**config.mk**
```make
export PLATFORM = sky130hd
export DESIGN_NAME = m_popcount_seq
export DESIGN_NICKNAME = d
export VERILOG_FILES = /design/src/rtl/popcount_seq_pkg.sv /design/src/rtl/m_count_ones.sv /design/src/rtl/m_popcount_seq.sv
export SDC_FILE = /design/constraint.sdc
export NUM_CORES = 1
export LEC_CHECK = 0
export ABC_CLOCK_PERIOD_IN_PS = 7700
export CAP_MARGIN = 10
export CORE_MARGIN = 2
export CORE_UTILIZATION = 45
export CTS_CLUSTER_DIAMETER = 80
export DETAILED_ROUTE_END_ITERATION = 16
export MAX_ROUTING_LAYER = met4
export PLACE_DENSITY = 0.72
export SYNTH_ARGS = -nofsm -noshare
export SYNTH_HDL_FRONTEND = slang
export SYNTH_SLANG_ARGS = --single-unit
```
**constraint.sdc**
```tcl
create_clock -name i_clk -period 7.7 [get_ports i_clk]
set_clock_uncertainty 0.2 [all_clocks]
set_input_delay 1.54 -clock i_clk [delete_from_list [all_inputs] [get_ports i_clk]]
set_output_delay 1.54 -clock i_clk [all_outputs]
set_load 0.05 [all_outputs]
```
**src/rtl/popcount_seq_pkg.sv**
```systemverilog
// rtl/popcount_seq_pkg.sv - shared state encoding and sizing helper for m_popcount_seq
package popcount_seq_pkg;

  typedef enum logic [1:0] {
    S_IDLE = 2'd0,
    S_RUN  = 2'd1,
    S_DONE = 2'd2
  } state_t;

  function automatic int ceil_div(input int num, input int den);
    return (num + den - 1) / den;
  endfunction

endpackage

```
**src/rtl/m_count_ones.sv**
```systemverilog
// rtl/m_count_ones.sv - combinational population count of one INPUT_SIZE-bit word
module m_count_ones #(
  parameter int INPUT_SIZE = 42,
  localparam int OUTPUT_SIZE = $clog2(INPUT_SIZE + 1)
) (
  input  logic [INPUT_SIZE-1:0]  i_data,
  output logic [OUTPUT_SIZE-1:0] o_count
);

  always_comb begin
    o_count = '0;
    for (int i = 0; i < INPUT_SIZE; i++) begin
      o_count = o_count + OUTPUT_SIZE'(i_data[i]);
    end
  end

endmodule

```
**src/rtl/m_popcount_seq.sv**
```systemverilog
// rtl/m_popcount_seq.sv - chunked multi-cycle popcount with valid/ready handshake
// Optional threshold compare (i_threshold/o_over) enabled by POPCOUNT_SEQ_THRESHOLD_EN.
module m_popcount_seq
  import popcount_seq_pkg::*;
#(
  parameter int DATA_WIDTH  = 240,
  parameter int CHUNK_WIDTH = 42,
  localparam int NUM_CHUNKS = ceil_div(DATA_WIDTH, CHUNK_WIDTH),
  localparam int SUM_W      = $clog2(DATA_WIDTH + 1)
) (
  input  logic                  i_clk,
  input  logic                  i_rst_n,
  input  logic [DATA_WIDTH-1:0] i_data,
  input  logic                  i_valid,
  output logic                  o_ready,
  input  logic                  i_abort,
  output logic [SUM_W-1:0]      o_sum,
  output logic                  o_valid,
  input  logic                  i_ready
`ifdef POPCOUNT_SEQ_THRESHOLD_EN
  ,
  input  logic [SUM_W-1:0]      i_threshold,
  output logic                  o_over
`endif
);

  localparam int PAD_W = NUM_CHUNKS * CHUNK_WIDTH;
  localparam int CNT_W = $clog2(CHUNK_WIDTH + 1);
  localparam int IDX_W = (NUM_CHUNKS > 1) ? $clog2(NUM_CHUNKS) : 1;
  localparam logic [IDX_W-1:0] LAST_IDX = IDX_W'(NUM_CHUNKS - 1);

  state_t           state;
  state_t           state_nxt;
  logic [PAD_W-1:0] shreg;
  logic [IDX_W-1:0] idx;
  logic [SUM_W-1:0] acc;
  logic [SUM_W-1:0] acc_nxt;
  logic [CNT_W-1:0] chunk_cnt;
  logic             last_chunk;

  m_count_ones #(
    .INPUT_SIZE(CHUNK_WIDTH)
  ) u_count_ones (
    .i_data (shreg[CHUNK_WIDTH-1:0]),
    .o_count(chunk_cnt)
  );

  assign acc_nxt    = acc + SUM_W'(chunk_cnt);
  assign last_chunk = (idx == LAST_IDX);

  always_comb begin
    state_nxt = state;
    o_ready   = 1'b0;
    case (state)
      S_IDLE: begin
        o_ready = 1'b1;
        if (i_valid) state_nxt = S_RUN;
      end
      S_RUN:   if (last_chunk) state_nxt = S_DONE;
      S_DONE:  if (i_ready) state_nxt = S_IDLE;
      default: state_nxt = S_IDLE;
    endcase
    // Abort wins over everything, including an accept in IDLE.
    if (i_abort) state_nxt = S_IDLE;
  end

  always_ff @(posedge i_clk or negedge i_rst_n) begin
    if (!i_rst_n) begin
      state   <= S_IDLE;
      shreg   <= '0;
      idx     <= '0;
      acc     <= '0;
      o_sum   <= '0;
      o_valid <= 1'b0;
    end else begin
      state <= state_nxt;
      if (i_abort) begin
        shreg   <= '0;
        idx     <= '0;
        acc     <= '0;
        o_sum   <= '0;
        o_valid <= 1'b0;
      end else begin
        case (state)
          S_IDLE: if (i_valid) begin
            shreg <= PAD_W'(i_data);
            acc   <= '0;
            idx   <= '0;
          end
          S_RUN: begin
            acc   <= acc_nxt;
            shreg <= shreg >> CHUNK_WIDTH;
            idx   <= idx + IDX_W'(1);
            if (last_chunk) begin
              o_sum   <= acc_nxt;
              o_valid <= 1'b1;
            end
          end
          S_DONE:  if (i_ready) o_valid <= 1'b0;
          default: ;
        endcase
      end
    end
  end

`ifdef POPCOUNT_SEQ_THRESHOLD_EN
  logic [SUM_W-1:0] thr;

  always_ff @(posedge i_clk or negedge i_rst_n) begin
    if (!i_rst_n) begin
      thr    <= '0;
      o_over <= 1'b0;
    end else if (i_abort) begin
      thr    <= '0;
      o_over <= 1'b0;
    end else if (state == S_IDLE && i_valid) begin
      thr <= i_threshold;
    end else if (state == S_RUN && last_chunk) begin
      o_over <= (acc_nxt >= thr);
    end
  end
`endif

endmodule

```
; ---- Word level (Yosys, flattened, before mapping)
; Cells that the tools add are included.
[word_totals]
wordCells = 86
ff_bits = 274
inputBits = 245
[op_classes]
mux = 22
n_reduce_logical = 9
n_eq_ne = 6
n_addsub = 43
[op_table]
columns = op, count
row1 = 2-to-1 mux 252 bit, 2
row2 = one-hot mux 252 bit (2 select lines), 1
row3 = adder 6 x 1 -> 6 bit, 40
row4 = 2-to-1 mux 8 bit, 5
row5 = one-hot mux 8 bit (2 select lines), 1
row6 = "inequality test 3 bit, second input constant", 3
row7 = adder 8 x 6 -> 8 bit, 1
row8 = 2-to-1 mux 2 bit, 4
row9 = 2-to-1 mux 3 bit, 2
row10 = one-hot mux 2 bit (3 select lines), 1
row11 = one-hot mux 3 bit (2 select lines), 1
row12 = AND reduction 3 bit, 2
row13 = nonzero test 3 bit, 2
row14 = 2-to-1 mux 1 bit, 4
row15 = AND reduction 2 bit, 2
row16 = nonzero test 2 bit, 2
row17 = "adder 3 x 1 -> 3 bit, second input constant", 1
row18 = "== test 3 bit, second input constant", 1
row19 = adder 1 x 1 -> 2 bit, 1
row20 = "== test 2 x 1 -> 1 bit, second input constant", 1
row21 = "== test 2 bit, second input constant", 1
row22 = zero test 2 bit, 1
row23 = one-hot mux 1 bit (2 select lines), 1

; ---- Logic depth before layout (Yosys ltp)
[logic_depth]
word_depth = 45
mapped_depth = 24
mapped_depth_nobuf = 24

; ---- Cells and area by module
; From an unflattened synthesis, not the netlist that was laid out.
[unflattened]
cells_unflattened = 1471
area_unflattened_um2 = 12804.8
[by_module_without_submodules]
columns = module, instances, area_each_um2, cells_per_inst
row1 = m_popcount_seq, 1, 11778.8, 1373
row2 = m_count_ones, 1, 1026.0, 98

; ---- Least setup slack after synthesis
; Ideal clock, no wire load.
[synth_path]
path_kind = register -> register
start = reg shreg[0]
end = reg acc[7]
period_less_slack_ns = 6.474
required_time_ns = 7.417
t_arrival_ns = 6.191
path_slack_ns = 1.226
path_buffers = 0
stages_incl_launch_ff = 22
path_cell_list = dfrtp_1 > ha_1 > inv_1 > fa_1 > fa_1 > fa_1 > fa_1 > fa_1 > fa_1 > fa_1 > fa_1 > fa_1 > inv_1 > a21o_1 > a21oi_1 > xnor2_1 > ha_1 > o211ai_1 > o211ai_1 > o211ai_1 > or3_1 > o21ai_0
[synth_between]
elab_chain_len = 44
[synth_rtl]
columns = item, line
row1 = start: declaration, m_popcount_seq.sv:34  ; logic [PAD_W-1:0] shreg;
row2 = start signal: assignment, m_popcount_seq.sv:86  ; shreg <= PAD_W'(i_data);
row3 = start signal: assignment, m_popcount_seq.sv:92  ; shreg <= shreg >> CHUNK_WIDTH;
row4 = adder 1 x 1 -> 2 bit, m_count_ones.sv:13  ; o_count = o_count + OUTPUT_SIZE'(i_data[i]);
row5 = adder 6 x 1 -> 6 bit (40 in series), m_count_ones.sv:13
row6 = adder 8 x 6 -> 8 bit, m_popcount_seq.sv:48  ; assign acc_nxt = acc + SUM_W'(chunk_cnt);
row7 = one-hot mux 8 bit (2 select lines), m_popcount_seq.sv:84  ; case (state)
row8 = 2-to-1 mux 8 bit, m_popcount_seq.sv:77  ; if (i_abort) begin
row9 = end signal: assignment, m_popcount_seq.sv:91  ; acc <= acc_nxt;
row10 = end: declaration, m_popcount_seq.sv:36  ; logic [SUM_W-1:0] acc;
; No other way between the ends.
; A chain may end at the register's enable or synchronous reset.

; ---- Final worst setup path
; Same ends and word-level chain as after synthesis.

==> results.toml <==
[clock_network]
htree_levels = 1
postCtsHoldBufs = 0
path_clk_slew_ns = 0.06
cts_root_buffer = "clkbuf_16"
cts_setup_buffers = 0
post_cts_resized = 0
worst_skew_pair.late_latency_ns = 0.54
clockBufferDepth = 3
cts.sinks = 262
cts_tree = "done"
numCtsBuffers = 29

[synthesis]
mappedNetlistArea_sq_um = 12600
synth_seq_cells = 262
yosysUniqueCellTypes = 38
synth_warnings = 0
ys_seq_area_frac = 0.522
synth_edf_count = 0
avgSynthCellArea_sq_um = 11.4
async_reset_ff_frac = 1.00
yosys_most_used_dff = "dfrtp_1"
syn_nets = 1398
netlist_instances = 1100

[outcome]
status = "completed"

[detailed_routing]
initialDrtViolationCount = 877
drc_errors = 0
wl_met1_um = 15200
vias = 9557
top_layer = "met4"
routed_wl_um = 33000
met3_length_um = 1820
antenna_left = 0
wl_met2_um = 15000
routedWlPerCell_um = 19.5
vias_per_cell = 5.65
drt_first_pass_iters = 5

[worst_setup_path]
cp_slowest_cell = "fa_1"
reg2reg_setup_slack_ns = 0.88
r2r_cells = 21
cp-start-kind = "flip-flop"
cp.required_ns = 7.96
cp-end-kind = "flip-flop"
slowest_delay_ns = 0.53
cp_max_fo = 4
critPathArrivalTime_ns = 7.08
crit_type = "reg2reg"
crit_path_frequent_cell = "fa_1"
path_cells = "ha_1, inv_1, fa_1, fa_1, fa_1, fa_1, fa_1, fa_1, fa_1, fa_1, fa_1, inv_1, a21o_1, a21oi_1, xnor2_1, ha_1, o211ai_1, o211ai_1, o211ai_1, or3_1, o21ai_0"

[sta]
setup_viol = 0
drv_slew = 0
rsz0062_at_grt = "false"
final.period_utilization = 0.886
maxSlewHeadroom = 0.289
max_freq_mhz = 147
hold_ws_ns = 0.280
fin_crit_ns = 6.82
finalSetupTns_ns = 0
hold_violations = 0
worstMarginPinSlew_ns = 1.07

[floorplan]
die_area_sq_um = 29300
ios = 255
fp.dieW_um = 171
placementRows = 61
coreArea_sq_um = 27600
dieHeight_um = 171
initial_utilization = 0.455

[cells_and_area]
final_util = 0.584
final_common_cell = "dfrtp_1"
final_area_sq_um = 16100
drive_above_1_share = 0.0488
layout_common_cells = "dfrtp_1 (262), clkdlybuf4s50_1 (253), and3_1 (199)"
fin_nets = 1588
area_growth_pct = 28.4

[global_routing]
grt_antenna_before_repair = 3
grt_max_degree = 241
grt_pass1_wl_um = 52000
grt_usage = 0.231
grt_remaining_overflow = 0
grt_pass1_vias = 9267

[pwr]
power_density_nw_per_um2 = 319
ir_drop_mv = 0.504
total_leakage_power_nw = 7.86

[place]
gp_congestion = 0.882
dp_hpwl_um = 22200
portBuffers = 254
place_area_sq_um = 15200

[min_path]
holdPathStages = 2
worstHoldPathType = "reg2reg"

[flow_run]
cap_viol_max_count = 0
## power by group
| part | internal [mW] | total, mW | leakage (nW) | switching [mW] |
|---|---|---|---|---|
| Sequential | 1.50 | 1.59 | 3.46 | 0.0863 |
| Combinational | 1.02 | 2.18 | 3.92 | 1.16 |
| Clock | 0.838 | 1.39 | 0.477 | 0.552 |
| Total | 3.36 | 5.15 | 7.86 | 1.79 |
## worst max-delay path, delay by kind of cell, from the launching register on
family / cells / cell delay [ns]
compound gates: 6 / 0.74
fa+ha+maj: 11 / 4.82
xor+xnor: 1 / 0.13
flops: 1 / 0.38
buf+inv: 2 / 0.16
simple gates: 1 / 0.33
## synth_stat cells, types with 3 or more instances
cell        n  share of area
dfrtp_1   262           0.52
and3_1    199          0.099
a221o_1   198           0.16
nand2_1    89          0.027
inv_1      71          0.021
clkbuf_1   68          0.020
fa_1       34          0.054
o21ai_1    30          0.012
o21ai_0    20         0.0080
ha_1       19          0.019
nor2_1     15         0.0045
buf_6      13          0.012
buf_2      12         0.0048
a21oi_1    11         0.0044
a22o_1     10         0.0070
buf_4       6         0.0036
xnor2_1     6         0.0042
a21o_1      4         0.0024
buf_1       4         0.0012
nand2b_1    3         0.0015
o211ai_1    3         0.0018
o22ai_1     3         0.0015
## worst paths after layout
path / end / from
setup / recovery: acc[7]$_DFFE_PN0P_ / shreg[0]$_DFFE_PN0P_
hold / removal: shreg[198]$_DFFE_PN0P_ / shreg[198]$_DFFE_PN0P_
setup reg to reg: acc[7]$_DFFE_PN0P_ / shreg[0]$_DFFE_PN0P_
hold reg to reg: shreg[198]$_DFFE_PN0P_ / shreg[198]$_DFFE_PN0P_
max in group asynchronous: shreg[182]$_DFFE_PN0P_ / i_rst_n
min in group asynchronous: state[0]$_DFFE_PN0P_ / i_rst_n
## cell type report
cell class                      instances  area, sq um
Antenna cell                            3         7.51
Clock buffer                           38          810
Clock inverter                         14          158
Fill cell                            2341        11500
Inverter                               71          267
Multi-Input combinational cell        663         5230
Sequential cell                       262         6560
Tap cell                              378          473
Timing Repair Buffer                  263         2640
## sequential cells by signal (all words and copies together) (netlist names)
signal and count:
shreg 240, o_valid 1, idx 3, state 2, acc 8, o_sum 8
## through the flow
step           total power, mW  instances  setup slack, ns
3_5_place_dp              3.77       1637            0.873
3_3_place_gp              3.64       1637             1.02
4_1_cts                   5.18       1689            0.853
5_1_grt                   5.50       1692            0.622
6_report                  5.15       1692            0.881
2_1_floorplan             3.14       1100             1.23
## routing by layer
metal  track usage  vias up
met2         0.346      300
met4        0.0615        0
met1         0.334     4685
met5             -        -
li1              -     4514
met3        0.0301       58
## cell families (layout without fill, tap and decap cells)
group           count (synthesis)  in the layout  share of synthesized area
fa+ha+maj                      53             53                     0.0731
compound gates                283            283                      0.197
xor+xnor                        8              8                    0.00558
simple gates                  317            317                      0.137
buf+inv                       175            386                     0.0639
other cells                     0              3                          0
flops                         262            262                      0.522
mux                             2              2                    0.00159
Power figures use the tool's default switching activity.
